`config.mk`:
```
export PLATFORM = sky130hd
export DESIGN_NAME = sofa_plus_scan_ctrl
export DESIGN_NICKNAME = d
export VERILOG_FILES = /design/src/rtl/sofa_plus_scan_ctrl.sv
export SDC_FILE = /design/constraint.sdc
export NUM_CORES = 1
export LEC_CHECK = 0
export BUFFER_PORTS_ARGS = -buffer_cell sky130_fd_sc_hd__buf_4
export CAP_MARGIN = 20
export CORE_MARGIN = 4
export CORE_UTILIZATION = 45
export CTS_CLUSTER_SIZE = 16
export DETAILED_ROUTE_END_ITERATION = 10
export PLACE_DENSITY_LB_ADDON = 0.2
export SLEW_MARGIN = 25
export SYNTH_ARGS = -nofsm -noshare
export SYNTH_HDL_FRONTEND = slang
export SYNTH_SLANG_ARGS = --single-unit
```
`constraint.sdc`:
```
create_clock -name C -period 2.65 [get_ports C]
set_clock_uncertainty 0.2 [all_clocks]
set_input_delay 0 -clock C [delete_from_list [all_inputs] [get_ports C]]
set_output_delay 0 -clock C [all_outputs]
set_load 0.02 [all_outputs]
```
`src/rtl/sofa_plus_scan_ctrl.sv`:
```
// Scan-chain sequencer for a chain of sofa_plus_dff cells: serial load, optional
// functional capture, serial unload into a parallel response word.
module sofa_plus_scan_ctrl #(
    parameter int CHAIN_LEN   = 32,
    parameter int CAPT_CYCLES = 1,
    parameter int CNT_W       = $clog2(CHAIN_LEN + 1)
) (
    input  logic                 C,
    input  logic                 R,
    input  logic                 start,
    input  logic                 abort,
    input  logic                 capture_en,
    input  logic [CHAIN_LEN-1:0] vec_in,
    input  logic                 scan_do,
    output logic                 scan_en,
    output logic                 scan_di,
    output logic                 busy,
    output logic                 done,
    output logic                 resp_valid,
    output logic [CHAIN_LEN-1:0] resp_out
);

    typedef enum logic [2:0] {
        S_IDLE,
        S_LOAD,
        S_CAPTURE,
        S_UNLOAD,
        S_DONE
    } state_t;

    localparam logic [CNT_W-1:0] LOAD_LAST = CNT_W'(CHAIN_LEN - 1);
    localparam logic [CNT_W-1:0] CAPT_LAST = CNT_W'(CAPT_CYCLES - 1);

    state_t               state_q, state_d;
    logic [CNT_W-1:0]     cnt_q, cnt_d;
    logic [CHAIN_LEN-1:0] shift_q, shift_d;
    logic [CHAIN_LEN-1:0] resp_q, resp_d;
    logic                 cap_q, cap_d;
    logic                 scan_en_q, scan_en_d;
    logic                 scan_di_q, scan_di_d;
    logic                 busy_q, busy_d;
    logic                 done_q, done_d;
    logic                 resp_valid_q, resp_valid_d;

    always_comb begin
        state_d      = state_q;
        cnt_d        = cnt_q;
        shift_d      = shift_q;
        resp_d       = resp_q;
        cap_d        = cap_q;
        scan_en_d    = scan_en_q;
        scan_di_d    = scan_di_q;
        busy_d       = busy_q;
        done_d       = 1'b0;
        resp_valid_d = resp_valid_q;

        case (state_q)
            S_IDLE: begin
                if (start) begin
                    state_d      = S_LOAD;
                    cnt_d        = '0;
                    shift_d      = vec_in;
                    cap_d        = capture_en;
                    scan_en_d    = 1'b1;
                    scan_di_d    = vec_in[0];
                    busy_d       = 1'b1;
                    resp_valid_d = 1'b0;
                end
            end
            S_LOAD: begin
                // scan_di is registered, so it is fed one bit ahead of the shift
                cnt_d     = cnt_q + CNT_W'(1);
                shift_d   = shift_q >> 1;
                scan_di_d = shift_q[1];
                if (cnt_q == LOAD_LAST) begin
                    cnt_d     = '0;
                    scan_di_d = 1'b0;
                    if (cap_q) begin
                        state_d   = S_CAPTURE;
                        scan_en_d = 1'b0;
                    end else begin
                        state_d = S_UNLOAD;
                    end
                end
            end
            S_CAPTURE: begin
                cnt_d = cnt_q + CNT_W'(1);
                if (cnt_q == CAPT_LAST) begin
                    cnt_d     = '0;
                    state_d   = S_UNLOAD;
                    scan_en_d = 1'b1;
                end
            end
            S_UNLOAD: begin
                // Response is assembled in shift_q and only published on completion,
                // so an aborted unload leaves resp_out untouched.
                cnt_d   = cnt_q + CNT_W'(1);
                shift_d = {scan_do, shift_q[CHAIN_LEN-1:1]};
                if (cnt_q == LOAD_LAST) begin
                    cnt_d        = '0;
                    state_d      = S_DONE;
                    scan_en_d    = 1'b0;
                    done_d       = 1'b1;
                    resp_valid_d = 1'b1;
                    resp_d       = {scan_do, shift_q[CHAIN_LEN-1:1]};
                end
            end
            S_DONE: begin
                state_d = S_IDLE;
                cnt_d   = '0;
                busy_d  = 1'b0;
            end
            default: begin
                state_d = S_IDLE;
                cnt_d   = '0;
            end
        endcase

        if (abort && (state_q == S_LOAD || state_q == S_CAPTURE || state_q == S_UNLOAD)) begin
            state_d      = S_IDLE;
            cnt_d        = '0;
            shift_d      = shift_q;
            resp_d       = resp_q;
            scan_en_d    = 1'b0;
            scan_di_d    = 1'b0;
            busy_d       = 1'b0;
            done_d       = 1'b0;
            resp_valid_d = 1'b0;
        end
    end

    always_ff @(posedge C or posedge R) begin
        if (R) begin
            state_q      <= S_IDLE;
            cnt_q        <= '0;
            shift_q      <= '0;
            resp_q       <= '0;
            cap_q        <= 1'b0;
            scan_en_q    <= 1'b0;
            scan_di_q    <= 1'b0;
            busy_q       <= 1'b0;
            done_q       <= 1'b0;
            resp_valid_q <= 1'b0;
        end else begin
            state_q      <= state_d;
            cnt_q        <= cnt_d;
            shift_q      <= shift_d;
            resp_q       <= resp_d;
            cap_q        <= cap_d;
            scan_en_q    <= scan_en_d;
            scan_di_q    <= scan_di_d;
            busy_q       <= busy_d;
            done_q       <= done_d;
            resp_valid_q <= resp_valid_d;
        end
    end

    assign scan_en    = scan_en_q;
    assign scan_di    = scan_di_q;
    assign busy       = busy_q;
    assign done       = done_q;
    assign resp_valid = resp_valid_q;
    assign resp_out   = resp_q;

endmodule
```
==> results of run 1 <==
## worst max path at each step
stage / start / to / slack, ns / cells after the start
floorplan: R / busy / 0.45 / 1
global placement: cnt_q[0] / resp_out[23] / 0.44 / 7
detailed placement: cnt_q[0] / resp_out[17] / 0.39 / 7
CTS: state_q[1] / cap_q / 0.33 / 5
global route: state_q[1] / cap_q / 0.17 / 5
finish: state_q[1] / cap_q / 0.32 / 5
## cell usage after synthesis (all sizes together), types with 4 or more instances
cell    count  area share [%]
mux2i      30             8.2
a21oi      38             5.3
nor2       42             5.2
nor3        5            0.68
dfrtp      78              53
clkbuf      4            0.41
inv         4            0.41
o21ai       5            0.68
mux2       34              13
buf        14             3.1
nand2      14             1.6
## where the power goes
part	internal, mW	switching, mW
registers	1.48	0.223
clock network	0.430	0.432
logic	0.587	0.683
total	2.49	1.34
## worst max-delay path: cells and delay by family (launching register included)
family | cells | cell delay (ns)
simple gates | 3 | 0.61
flops | 1 | 0.58
buf+inv | 1 | 0.56
mux | 1 | 0.26
## flip-flops by register name, summed over array words and instances (netlist names)
signal / cells
resp_out: 32
done: 1
scan_en: 1
cap_q: 1
state_q: 3
scan_di: 1
busy: 1
resp_valid: 1
shift_q: 31
cnt_q: 6
## kinds of logic after synthesis
group,Yosys count
and+or+nand+nor,77
adders and majority gates,2
DFF,78
buffers and inverters,22
muxes,64
AOI/OAI and AO/OA,59
xor gates and xnor gates,1
## stage by stage
step / hold slack (ns) / std cells
floorplan: -0.05194 / 303
global placement: -0.08883 / 470
detailed placement: -0.07961 / 470
CTS: 0.09267 / 523
global route: 0.1552 / 523
finish: 0.1235 / 523
## per-layer routing
layer	track usage (%)	part of all wire, %	vias to the layer above
li1	-	-	1294
met1	23.32	46	1258
met2	26.81	47	75
met3	5.929	6.1	11
met4	4.307	1.4	0
met5	0	0	-
## cell usage in the layout (no fill, tap or decap), types with 3 or more instances in the layout
cell type,instances
nor2_1,40
buf_4,80
mux2_2,5
mux2i_1,30
nand2_1,13
nor3_1,5
dfrtp_1,78
clkinv_2,4
mux2_4,29
nand3_1,3
inv_1,3
dlygate4sd3_1,38
clkbuf_8,9
a21oi_1,37
buf_12,3
o21ai_0,5
## area by class of cell
| class | instances | area [um2] |
|---|---|---|
| inverters | 4 | 16.27 |
| fillers | 633 | 2907 |
| well taps | 102 | 127.6 |
| clock buffers | 9 | 123.9 |
| repair buffers | 121 | 1041 |
| flip-flops and latches | 78 | 1952 |
| clock inverters | 6 | 62.56 |
| multi-input cells | 203 | 1578 |
==> results.tsv, run 1 <==
stage	metric	value	unit
synthesis	synth_adder_area_share	0.6828	%
synthesis	synth.distinct_cells	41	
synthesis	synth_edf_count	0	
global_routing	grt_pass1_wl	13510	um
clock_tree	cts-hold-fix-buffers	38	
global_routing	grt_max_degree	63	
setup_path	reg2reg_slack	0.32	ns
routing	wl_per_cell	15.07	um
timing	setup_tns	0	ns
synthesis	syn_area	3665	um2
setup_path	crit_type	reg -> reg	
global_routing	grt-ovfl-total	0	
run	max_cap_violations	0	
floorplanning	ios	75	
placed_design	dp_hpwl	5147	um
timing	maxSlewViolCount	0	
timing	maxSlewHeadroom	56.19	%
setup_path	crit_path_end_kind	flip-flop	
global_routing	grt_pass1_vias	2740	
setup_path	required	2.67	ns
placed_design	place_area	4334	um2
synthesis	yosysSeqAreaShare	53.26	%
floorplanning	die_area	9652	um2
floorplanning	coreArea	7807	um2
power_and_ir_drop	power	3.831	mW
synthesis	synth-simple-area-share	10.69	%
clock_tree	clk_pin_slew	0.08	ns
synthesis	yosysWarnings	0	
timing	hold_viol	0	
run_status	outcome	finished clean	
synthesis	async_flop_share	100.0	%
setup_path	reg2reg_depth	5	
timing	rsz0062_at_grt	no	
setup_path	start_kind	flip-flop	
synthesis	synth_top_family_by_area	multiplexers	
clock_tree	root_buffer	clkbuf_8	
clock_tree	cts_resized	0	
finish	drive_above_1_share	33.73	%
placed_design	post-place-ws	0.3895	ns
setup_path	crit_fanout	15	
floorplanning	die_x	98.25	um
global_routing	grtUsageTotal	17.24	%
clock_tree	clock_sinks	78	
setup_path	rr_startpoint	state_q[1]	
routing	drtPass1Iterations	4	
floorplanning	num_rows	32	
power_and_ir_drop	p_leak	2.384	nW
finish	final_core_util	62.77	%
clock_tree	insertion_delay	0.34	ns
clock_tree	htree_levels	3	
setup_path	critPathSlowestCell	dfrtp_1	
routing	drc_errors	0	
power_and_ir_drop	powerDensity	781.6	nW/um2
clock_tree	cts_tree	built	
finish	fin_nets	457	
floorplanning	fp.dieH	98.25	um
synthesis	ys_ff_latch	78	
synthesis	synth-compound-area-share	9.560	%
clock_tree	cts_setup_buffers	0	
finish	n_antenna_cell	0	
routing	drtIter0Drc	108	
routing	antenna_left	0	
global_routing	antenna_found_initial	0	
timing	finalWorstSetupSlack	0.3167	ns
finish	area_growth	33.73	%
finish	fin_area	4901	um2
setup_path	arrival	2.35	ns
synthesis	syn_nets	343	
setup_path	cpPeakStageDelay	0.58	ns
placed_design	gp_congestion	0.8285	
floorplanning	start_util	46.94	%
min_path	hp-class	in -> async	
timing	tightest_slew	0.6564	ns
timing	min_period	2.333	ns
timing	fmax	0.4286	GHz
power_and_ir_drop	ir_drop	0.5774	mV
placed_design	port-buffer-count	74	
synthesis	synth_xor_area_share	0.2390	%
timing	final-setup-viol-count	0	
timing	min_period_over_period	88.05	%
routing	wirelength	7880	um
clock_tree	cts_buffers	9	
setup_path	r2r_end	cap_q	
synthesis	syn_avg_cell_area	12.09	um2
synthesis	syn_inst	303	
routing	viasPerCell	5.044	
clock_tree	clock_path_buffers	2	
setup_path	worstPathCellList	or2_2 -> nor2_1 -> nand2_1 -> mux2_2 -> dlygate4sd3_1	
synthesis	synthMuxAreaShare	21.61	%
synthesis	ys.flop_type	dfrtp_1	
routing	dr_total_vias	2638	
Note: power is estimated with default switching activity, not from simulation.
==> run 2: changes to the inputs <==
--- a/config.mk
+++ b/config.mk
@@ -9,6 +9,7 @@
 export CAP_MARGIN = 20
 export CORE_MARGIN = 4
 export CORE_UTILIZATION = 45
+export CTS_BUF_LIST = sky130_fd_sc_hd__clkbuf_4 sky130_fd_sc_hd__clkbuf_8
 export CTS_CLUSTER_SIZE = 16
 export DETAILED_ROUTE_END_ITERATION = 10
 export PLACE_DENSITY_LB_ADDON = 0.2
==> constraint.sdc (replaced) <==
create_clock -name C -period 1.97 [get_ports C]
set_clock_uncertainty 0.2 [all_clocks]
set_input_delay 0 -clock C [delete_from_list [all_inputs] [get_ports C]]
set_output_delay 0 -clock C [all_outputs]
set_load 0.02 [all_outputs]
==> results.tsv, run 2 (synthesis gave the netlist of run 1 again) <==
stage	metric	value	unit	change
run_status	outcome	finished clean		unchanged
clock_tree	cts_buffers	9		unchanged
setup_path	r2r_end	resp_out[7]		was cap_q
global_routing	grt_pass1_wl	12490	um	was 13,510 um
global_routing	grtUsageTotal	16.02	%	was 17.24%
routing	drtIter0Drc	78		was 108
setup_path	rr_startpoint	cnt_q[0]		was state_q[1]
finish	final_common_cell	buf_4		unchanged
routing	wirelength	7639	um	was 7880 um
timing	hold_viol	0		unchanged
global_routing	grt_max_degree	79		was 63
floorplanning	ios	75		unchanged
setup_path	endpoint	resp_out[7]		was cap_q
power_and_ir_drop	power	5.414	mW	was 3.831 mW
power_and_ir_drop	ir_drop	0.6366	mV	was 0.5774 mV
min_path	hp-class	in -> async		unchanged
power_and_ir_drop	p_leak	2.461	nW	was 2.384 nW
finish	largest_reg_flops	32		unchanged
timing	maxSlewViolCount	0		unchanged
timing	hold_ws	0.1158	ns	was 0.1235 ns
setup_path	crit_type	reg -> reg		unchanged
finish	fin_nets	469		was 457
finish	n_antenna_cell	0		unchanged
finish	fin_area	5077	um2	was 4901 um2
setup_path	critPathSlowestCell	dfrtp_1		unchanged
routing	dr_total_vias	2638		unchanged
floorplanning	start_util	46.94	%	unchanged
floorplanning	coreArea	7807	um2	unchanged
routing	antenna_left	0		unchanged
power_and_ir_drop	powerDensity	1066	nW/um2	was 781.6 nW/um2
timing	finalWorstSetupSlack	0.09512	ns	was 0.3167 ns
setup_path	required	2.00	ns	was 2.67 ns
routing	viasPerCell	4.922		was 5.044
finish	fin_cells	536		was 523
setup_path	crit_top_cell	nor2_8		
clock_tree	root_buffer	clkbuf_8		unchanged
routing	drc_errors	0		unchanged
timing	maxSlewHeadroom	73.05	%	was 56.19%
placed_design	post-place-ws	0.05104	ns	was 0.3895 ns
floorplanning	fp.dieH	98.25	um	unchanged
timing	min_period	1.875	ns	was 2.333 ns
setup_path	cpPeakStageDelay	0.36	ns	was 0.58 ns
clock_tree	clock_path_buffers	2		unchanged
timing	final-setup-viol-count	0		unchanged
global_routing	grt-ovfl-total	0		unchanged
finish	final_core_util	65.03	%	was 62.77%
timing	setup_tns	0	ns	unchanged
setup_path	startpoint	cnt_q[0]		was state_q[1]
timing	min_period_over_period	95.17	%	was 88.05%
placed_design	dp_hpwl	5200	um	was 5147 um
finish	drive_above_1_share	36.87	%	was 33.73%
setup_path	reg2reg_depth	7		was 5
floorplanning	num_rows	32		unchanged
finish	nFillCells	614		was 633
setup_path	start_kind	flip-flop		unchanged
placed_design	port-buffer-count	74		unchanged
placed_design	place_inst	483		was 470
placed_design	place_area	4459	um2	was 4334 um2
finish	area_growth	38.55	%	was 33.73%
timing	tightest_slew	0.4042	ns	was 0.6564 ns
setup_path	worstPathCellList	ha_2 -> nand4_4 -> nor2_8 -> nand2_4 -> nor2_8 -> buf_12 -> mux2_2		was or2_2 -> nor2_1 -> nand2_1 -> mux2_2 -> dlygate4sd3_1
setup_path	reg2reg_slack	0.1	ns	was 0.32 ns
clock_tree	cts_tree	built		unchanged
run	max_cap_violations	0		unchanged
clock_tree	insertion_delay	0.35	ns	was 0.34 ns
global_routing	antenna_found_initial	0		unchanged
setup_path	crit_fanout	11		was 15
floorplanning	die_x	98.25	um	unchanged
finish	final_cell_mix	buf_4 (91), dfrtp_1 (77), nor2_1 (40)		was buf_4 (80), dfrtp_1 (78), nor2_1 (40)
floorplanning	die_area	9652	um2	unchanged
setup_path	arrival	1.91	ns	was 2.35 ns
clock_tree	clk_pin_slew	0.08	ns	about the same
setup_path	crit_path_end_kind	flip-flop		unchanged
timing	rsz0062_at_grt	yes		was no
global_routing	grt_pass1_vias	2626		was 2,740
clock_tree	clock_sinks	78		unchanged
placed_design	gp_congestion	0.7510		was 0.8285
clock_tree	htree_levels	3		unchanged
routing	drtPass1Iterations	4		unchanged
clock_tree	cts_setup_buffers	0		unchanged
routing	wl_per_cell	14.25	um	was 15.07 um
timing	fmax	0.5334	GHz	was 0.4286 GHz
==> run 2: critical path, delay by kind of cell (launching register included) <==
| family | cells | cell delay (ns) |
|---|---|---|
| muxes | 1 | 0.33 |
| buffers and inverters | 1 | 0.16 |
| adders and majority gates | 1 | 0.21 |
| DFF | 1 | 0.36 |
| and+or+nand+nor | 4 | 0.49 |
==> run 2: worst min-delay path by stage <==
stage / from / cells after the start / slack (ns) / endpoint
2_1_floorplan: scan_do / 1 / -0.05 / resp_out[31]
3_3_place_gp: R / 3 / -0.05 / resp_out[23]
3_5_place_dp: R / 3 / -0.05 / resp_out[22]
4_1_cts: R / 4 / 0.12 / resp_out[22]
5_1_grt: R / 4 / 0.16 / resp_out[22]
6_report: R / 4 / 0.12 / shift_q[24]
==> run 2: power breakdown <==
group / switching (mW) / internal [mW]
sequential: 0.304 / 1.99
clock: 0.596 / 0.736
combinational: 0.932 / 0.860
==> run 2: routing by layer <==
layer	routed length [um]	share of wire, %	GRT usage [%]	up-vias
met5	0	0	0	-
met4	144	1.9	5.777	0
met3	460	6.0	4.500	14
met2	3436	45	24.66	67
met1	3598	47	21.78	1233
li1	-	-	-	1324
==> run 2: repair_timing <==
item | in CTS | in global routing
hold buffers | 37 | 0
hold endpoints to repair | 122 | 0
endpoints found under the setup margin | 0 | 5
gates resized for setup | 0 | 5
==> run 2: area by class of cell <==
cell class | instances | area [um2] | share of cell area (%)
well taps | 102 | 127.6 | 2.514
clock inverters | 6 | 92.59 | 1.824
inverters | 4 | 18.77 | 0.3696
multi-input cells | 203 | 1600 | 31.52
clock buffers | 10 | 131.4 | 2.587
flip-flops and latches | 78 | 1953 | 38.47
repair buffers | 133 | 1154 | 22.72
